`config.mk`:
```
export PLATFORM = sky130hd
export DESIGN_NAME = sha256_compress_block
export DESIGN_NICKNAME = d
export VERILOG_FILES = /design/src/rtl/sha256_compress_block.sv
export SDC_FILE = /design/constraint.sdc
export NUM_CORES = 2
export LEC_CHECK = 0
export BUFFER_PORTS_ARGS = -buffer_cell sky130_fd_sc_hd__buf_2
export CORE_AREA = 5 5 604 606
export CTS_CLUSTER_SIZE = 12
export DETAILED_ROUTE_END_ITERATION = 8
export DIE_AREA = 0 0 609 611
export PLACE_DENSITY_LB_ADDON = 0.2
export SETUP_SLACK_MARGIN = 0.4
export SYNTH_ARGS = -nofsm -noshare
export SYNTH_HDL_FRONTEND = slang
export SYNTH_SLANG_ARGS = --single-unit
```
`constraint.sdc`:
```
create_clock -name clk -period 9 [get_ports clk]
set_input_delay 0.9 -clock clk [delete_from_list [all_inputs] [get_ports clk]]
set_output_delay 0.9 -clock clk [all_outputs]
set_load 0.03 [all_outputs]
```
`src/rtl/sha256_compress_block.sv`:
```
// One SHA-256 compression of a 512-bit block: h_init + 64 rounds over alpha_init.
// Define SHA256_TWO_ROUNDS_EN to run two chained rounds per clock (33-cycle latency instead of 65).
module sha256_compress_block #(
  parameter int ROUNDS = 64
) (
  input  logic         clk,
  input  logic         reset_n,
  input  logic         start,
  input  logic [511:0] memory_block,
  input  logic [31:0]  h_init     [8],
  input  logic [31:0]  alpha_init [8],
  output logic [31:0]  hash       [8],
  output logic [31:0]  alpha      [8],
  output logic         done
);

  typedef enum logic [1:0] {S_IDLE, S_ROUND, S_FINAL} state_t;

  localparam logic [31:0] K_TAB [64] = '{
    32'h428a2f98, 32'h71374491, 32'hb5c0fbcf, 32'he9b5dba5, 32'h3956c25b, 32'h59f111f1, 32'h923f82a4, 32'hab1c5ed5,
    32'hd807aa98, 32'h12835b01, 32'h243185be, 32'h550c7dc3, 32'h72be5d74, 32'h80deb1fe, 32'h9bdc06a7, 32'hc19bf174,
    32'he49b69c1, 32'hefbe4786, 32'h0fc19dc6, 32'h240ca1cc, 32'h2de92c6f, 32'h4a7484aa, 32'h5cb0a9dc, 32'h76f988da,
    32'h983e5152, 32'ha831c66d, 32'hb00327c8, 32'hbf597fc7, 32'hc6e00bf3, 32'hd5a79147, 32'h06ca6351, 32'h14292967,
    32'h27b70a85, 32'h2e1b2138, 32'h4d2c6dfc, 32'h53380d13, 32'h650a7354, 32'h766a0abb, 32'h81c2c92e, 32'h92722c85,
    32'ha2bfe8a1, 32'ha81a664b, 32'hc24b8b70, 32'hc76c51a3, 32'hd192e819, 32'hd6990624, 32'hf40e3585, 32'h106aa070,
    32'h19a4c116, 32'h1e376c08, 32'h2748774c, 32'h34b0bcb5, 32'h391c0cb3, 32'h4ed8aa4a, 32'h5b9cca4f, 32'h682e6ff3,
    32'h748f82ee, 32'h78a5636f, 32'h84c87814, 32'h8cc70208, 32'h90befffa, 32'ha4506ceb, 32'hbef9a3f7, 32'hc67178f2
  };

  function automatic logic [31:0] ror(input logic [31:0] x, input int n);
    return (x >> n) | (x << (32 - n));
  endfunction

  function automatic logic [31:0] ss0(input logic [31:0] x);
    return ror(x, 7) ^ ror(x, 18) ^ (x >> 3);
  endfunction

  function automatic logic [31:0] ss1(input logic [31:0] x);
    return ror(x, 17) ^ ror(x, 19) ^ (x >> 10);
  endfunction

  // Working state packed as {a,b,c,d,e,f,g,h}, a in the MSBs.
  function automatic logic [255:0] round_f(input logic [255:0] s, input logic [31:0] k,
                                           input logic [31:0] w);
    logic [31:0] a, b, c, d, e, f, g, h, t1, t2;
    {a, b, c, d, e, f, g, h} = s;
    t1 = h + (ror(e, 6) ^ ror(e, 11) ^ ror(e, 25)) + ((e & f) ^ (~e & g)) + k + w;
    t2 = (ror(a, 2) ^ ror(a, 13) ^ ror(a, 22)) + ((a & b) ^ (a & c) ^ (b & c));
    return {t1 + t2, a, b, c, d + t1, e, f, g};
  endfunction

  state_t       r_state;
  logic [5:0]   r_t;
  logic [255:0] r_st;
  logic [31:0]  r_h [8];
  logic [31:0]  r_w [16];   // r_w[0] is W_t, r_w[15] is W_t+15

  logic [255:0] w_st;
  logic [31:0]  w_new0;
  assign w_new0 = ss1(r_w[14]) + r_w[9] + ss0(r_w[1]) + r_w[0];

`ifdef SHA256_TWO_ROUNDS_EN
  localparam logic [5:0] STEP = 6'd2;
  localparam logic [5:0] LAST = 6'(ROUNDS - 2);
  logic [31:0]  w_new1;
  logic [255:0] w_mid;
  assign w_new1 = ss1(r_w[15]) + r_w[10] + ss0(r_w[2]) + r_w[1];
  assign w_mid  = round_f(r_st, K_TAB[r_t], r_w[0]);
  assign w_st   = round_f(w_mid, K_TAB[{r_t[5:1], 1'b1}], r_w[1]);
`else
  localparam logic [5:0] STEP = 6'd1;
  localparam logic [5:0] LAST = 6'(ROUNDS - 1);
  assign w_st = round_f(r_st, K_TAB[r_t], r_w[0]);
`endif

  always_ff @(posedge clk or negedge reset_n) begin
    if (!reset_n) begin
      r_state <= S_IDLE;
      r_t     <= '0;
      r_st    <= '0;
      done    <= 1'b0;
      for (int j = 0; j < 8; j++) begin
        r_h[j]   <= '0;
        hash[j]  <= '0;
        alpha[j] <= '0;
      end
      for (int i = 0; i < 16; i++) r_w[i] <= '0;
    end else begin
      case (r_state)
        S_IDLE: begin
          if (start) begin
            for (int i = 0; i < 16; i++) r_w[i] <= memory_block[511-32*i -: 32];
            for (int j = 0; j < 8; j++) begin
              r_h[j]              <= h_init[j];
              r_st[255-32*j -: 32] <= alpha_init[j];
            end
            done    <= 1'b0;
            r_t     <= '0;
            r_state <= S_ROUND;
          end
        end
        S_ROUND: begin
          r_st <= w_st;
`ifdef SHA256_TWO_ROUNDS_EN
          for (int i = 0; i < 14; i++) r_w[i] <= r_w[i+2];
          r_w[14] <= w_new0;
          r_w[15] <= w_new1;
`else
          for (int i = 0; i < 15; i++) r_w[i] <= r_w[i+1];
          r_w[15] <= w_new0;
`endif
          r_t <= r_t + STEP;
          if (r_t == LAST) r_state <= S_FINAL;
        end
        S_FINAL: begin
          for (int j = 0; j < 8; j++) begin
            alpha[j] <= r_st[255-32*j -: 32];
            hash[j]  <= r_h[j] + r_st[255-32*j -: 32];
          end
          done    <= 1'b1;
          r_state <= S_IDLE;
        end
        default: r_state <= S_IDLE;
      endcase
    end
  end

endmodule

```
==> metrics <==
critical path start-end classification flop to flop; CP endpoint kind flop; outcome finished, final reports clean; via/cell ratio 4.95; clk sink count 1,545; H-tree level count 4; Max Freq roughly 120 MHz; die footprint about 370,000 um^2; clock-pin slew on the worst setup and hold paths ~60 ps; clock tree from TritonCTS yes; number of synthesized register bits 1,545; reg-to-reg endpoint r_st[254]; detailed-router iteration count before antenna repair 6; final worst hold slack 154 ps; residual DRC count 0; via count of the first global-routing pass 84,024; Mapped Area 90,500 um^2; routed wirelength normalized by instance count 29.0 um; Synthesized Nets 12,517; Layout area overhead 22.8%; hold wc startpoint h_init[136]; Synth top cells by count sky130_fd_sc_hd__nand2_1 (3,338), sky130_fd_sc_hd__dfrtp_1 (1,545), sky130_fd_sc_hd__nor2_1 (916); setup slack of the critical path after layout 754 ps; DIE WIDTH 609 um; number of maximum-capacitance constraint violations 0; number of I/O pins 1,540; CTS root buffer sky130_fd_sc_hd__clkbuf_16; slew of the pin with the lowest slew margin ~1100 ps; reg-to-reg critical path startpoint r_t[1]; maximum number of buffers from clock root to sink 4; net count of the finished layout 13,821; fraction of the yosys area taken by sequential cells 0.427; number of fillers in the final layout just under 40,000; critical path data required time ~9800 ps; hold worst-path end r_h[136]; via count of the routed design ~85,000; area fraction of the dominant cell type after synthesis 0.427; Register-to-Register Path Depth 34; Max transition margin 0.235; core region area 358,000 um^2; Final Max Tran Viols 0; initial antenna violation count 271; Min-Delay Path Depth 3; DRT Wirelength 501,000 um; Initial Utilization 0.252; count of synthesis-stage warnings from yosys 0; most frequent cell after synthesis sky130_fd_sc_hd__nand2_1; Detailed Place HPWL roughly 390,000 um; CP max stage cell sky130_fd_sc_hd__fa_1; Arrival @ worst endpoint 9020 ps; weighted congestion at the end of routability-driven global placement a little over 0.9; number of hold-slack violations in the final timing report 0; total clock buffers created by CTS 197; Worst R2R Setup Slack 750 ps; height of the chip 611 um; Setup TNS 0 ps; count of non-filler cells in the finished layout 17,255; final count of negative-setup-slack endpoints 0; post-route clock skew 110 ps; final worst path period share 0.916; count of different cell masters after synthesis 78; fraction of final layout cells sized beyond drive strength 1 0.181; row count 220; Placed Cells incl. Taps around 17,000; worst min-delay path class input pin to flop; Critical Path Source Type flop; post-placement setup slack 251 ps; prevailing post-synth register cell sky130_fd_sc_hd__dfrtp_1; share of synthesized registers carrying an async set or reset 1.00; overall track demand over capacity in global routing 0.257; maximum number of pins on one net before global-route repair around 250; Worst Path Max Fanout 7; DRT antenna net count 0; Port-buffer cells 1,539; Clk Latency, worst-skew pair 940 ps; number of cells produced by synthesis 10,902; Synth area leader sky130_fd_sc_hd__dfrtp_1; largest cells by area after synthesis sky130_fd_sc_hd__dfrtp_1 (43%), sky130_fd_sc_hd__nand2_1 (14%), sky130_fd_sc_hd__ha_1 (5.4%); syn_area_per_cell 8.30 um^2; grt total ovfl 0; Slowest Stage Delay on Critical Path 520 ps; unrepaired setup endpoints after global routing no; min cycle time layout roughly 8000 ps; number of enable-type register cells in the synthesized netlist 0; Iter 0 DRT Violations 7,576; wire length of the first global-routing pass 681,000 um
-- worst max path at each step --
stage,slack [ps],start,cells past startpoint,endpoint
3_5_place_dp,250,r_t[1],36,r_st[255]
3_3_place_gp,230,r_t[1],36,r_st[255]
4_1_cts,400,r_t[0],39,r_st[255]
2_1_floorplan,720,r_t[2],37,r_st[254]
5_1_grt,380,r_t[0],41,r_st[254]
6_report,750,r_t[1],34,r_st[254]
-- critical path, delay by kind of cell, from the launching register on --
family,cells,cell delay [ps]
fa+ha+maj,7,2900
compound gates,14,2890
simple gates,7,1200
xor+xnor,2,390
buf+inv,4,390
flops,1,350
-- routing by layer --
| layer | wire, um | up-vias | global-route usage | part of all wire |
|---|---|---|---|---|
| li1 | - | 39235 | - | - |
| met1 | 202000 | 42177 | 0.314 | 0.40 |
| met2 | 245000 | 2895 | 0.442 | 0.49 |
| met3 | 23700 | 966 | 0.0340 | 0.047 |
| met4 | 30000 | 68 | 0.135 | 0.060 |
| met5 | 413 | - | 0 | 0.00082 |
-- cells by family (layout without fill, tap and decap cells) --
group                    count (synthesis)  in the layout  synth area share
AO/OA/AOI/OAI                         2285           2285             0.157
AND/OR/NAND/NOR                       4741           4741             0.209
multiplexers                            53             53           0.00686
flip-flops                            1545           1545             0.427
other                                    0            119                 0
XOR/XNOR                               569            569            0.0551
adder cells (fa/ha/maj)                591            591            0.0978
buffers and inverters                 1118           2579            0.0464
-- metrics by stage --
step / utilization / instance area, um^2
2_1_floorplan: - / 90500
3_3_place_gp: 0.290 / 104000
3_5_place_dp: 0.290 / 104000
4_1_cts: 0.308 / 110000
5_1_grt: 0.310 / 111000
6_report: 0.310 / 111000
-- cells in the final DEF, fill, tap and decap left out, types with 16 or more instances in the layout --
cell type / Yosys / routed
sky130_fd_sc_hd__mux2i_1: 35 / 35
sky130_fd_sc_hd__buf_4: 0 / 240
sky130_fd_sc_hd__a21oi_1: 382 / 375
sky130_fd_sc_hd__and2_1: 16 / 16
sky130_fd_sc_hd__or3_1: 33 / 33
sky130_fd_sc_hd__ha_1: 393 / 386
sky130_fd_sc_hd__clkbuf_8: 0 / 40
sky130_fd_sc_hd__clkbuf_16: 0 / 203
sky130_fd_sc_hd__nor2b_1: 62 / 58
sky130_fd_sc_hd__xnor2_1: 317 / 315
sky130_fd_sc_hd__nor3b_1: 21 / 21
sky130_fd_sc_hd__o21ai_0: 494 / 489
sky130_fd_sc_hd__o211ai_1: 32 / 32
sky130_fd_sc_hd__nor2_1: 916 / 906
sky130_fd_sc_hd__nor3_1: 83 / 83
sky130_fd_sc_hd__diode_2: 0 / 119
sky130_fd_sc_hd__nand3_1: 85 / 85
sky130_fd_sc_hd__clkinv_2: 0 / 35
sky130_fd_sc_hd__dfrtp_1: 1545 / 1540
sky130_fd_sc_hd__o31ai_1: 33 / 32
sky130_fd_sc_hd__nand4_1: 21 / 21
sky130_fd_sc_hd__xor2_1: 252 / 252
sky130_fd_sc_hd__a21o_1: 224 / 224
sky130_fd_sc_hd__buf_12: 0 / 25
sky130_fd_sc_hd__o22a_1: 28 / 28
sky130_fd_sc_hd__and3_1: 39 / 38
sky130_fd_sc_hd__a31oi_1: 739 / 737
sky130_fd_sc_hd__clkbuf_1: 642 / 44
sky130_fd_sc_hd__inv_1: 408 / 405
sky130_fd_sc_hd__a211oi_1: 53 / 49
sky130_fd_sc_hd__nand2_1: 3338 / 3335
sky130_fd_sc_hd__o21a_1: 45 / 45
sky130_fd_sc_hd__fa_1: 195 / 194
sky130_fd_sc_hd__buf_2: 0 / 1538
sky130_fd_sc_hd__nand2b_1: 62 / 60
sky130_fd_sc_hd__o22ai_1: 61 / 61
sky130_fd_sc_hd__o21bai_1: 40 / 39
-- registers in the layout, indices dropped and copies added (netlist names) --
| signal | flops |
|---|---|
| r_w | 512 |
| hash | 256 |
| r_h | 256 |
| r_state | 2 |
| alpha | 256 |
| r_st | 256 |
| done | 1 |
| r_t | 6 |
-- final cells by class --
type | instances | area [um^2] | share of cell area
repair buffers | 1811 | 10100 | 0.0912
multi-input cells | 8239 | 47900 | 0.431
inverters | 411 | 1550 | 0.0140
repair inverters | 1 | 5.00 | 0.0000450
clock inverters | 71 | 791 | 0.00712
clock buffers | 285 | 5750 | 0.0517
flip-flops and latches | 1545 | 38700 | 0.348
well taps | 4773 | 5970 | 0.0538
diodes | 119 | 298 | 0.00268
-- what timing repair did --
action / in CTS / in global routing
pin swaps: 0 / 12
setup buffers: 0 / 12
gates resized for setup: 7 / 55
cloned: 0 / 3
endpoints found under the setup margin: 3 / 19
endpoints found under the hold margin: 75 / 0
hold buffers: 1 / 0
Power is left out: the tool's default activity adds up to more than one toggle a clock period on the data nets, which glitch-free logic cannot reach.
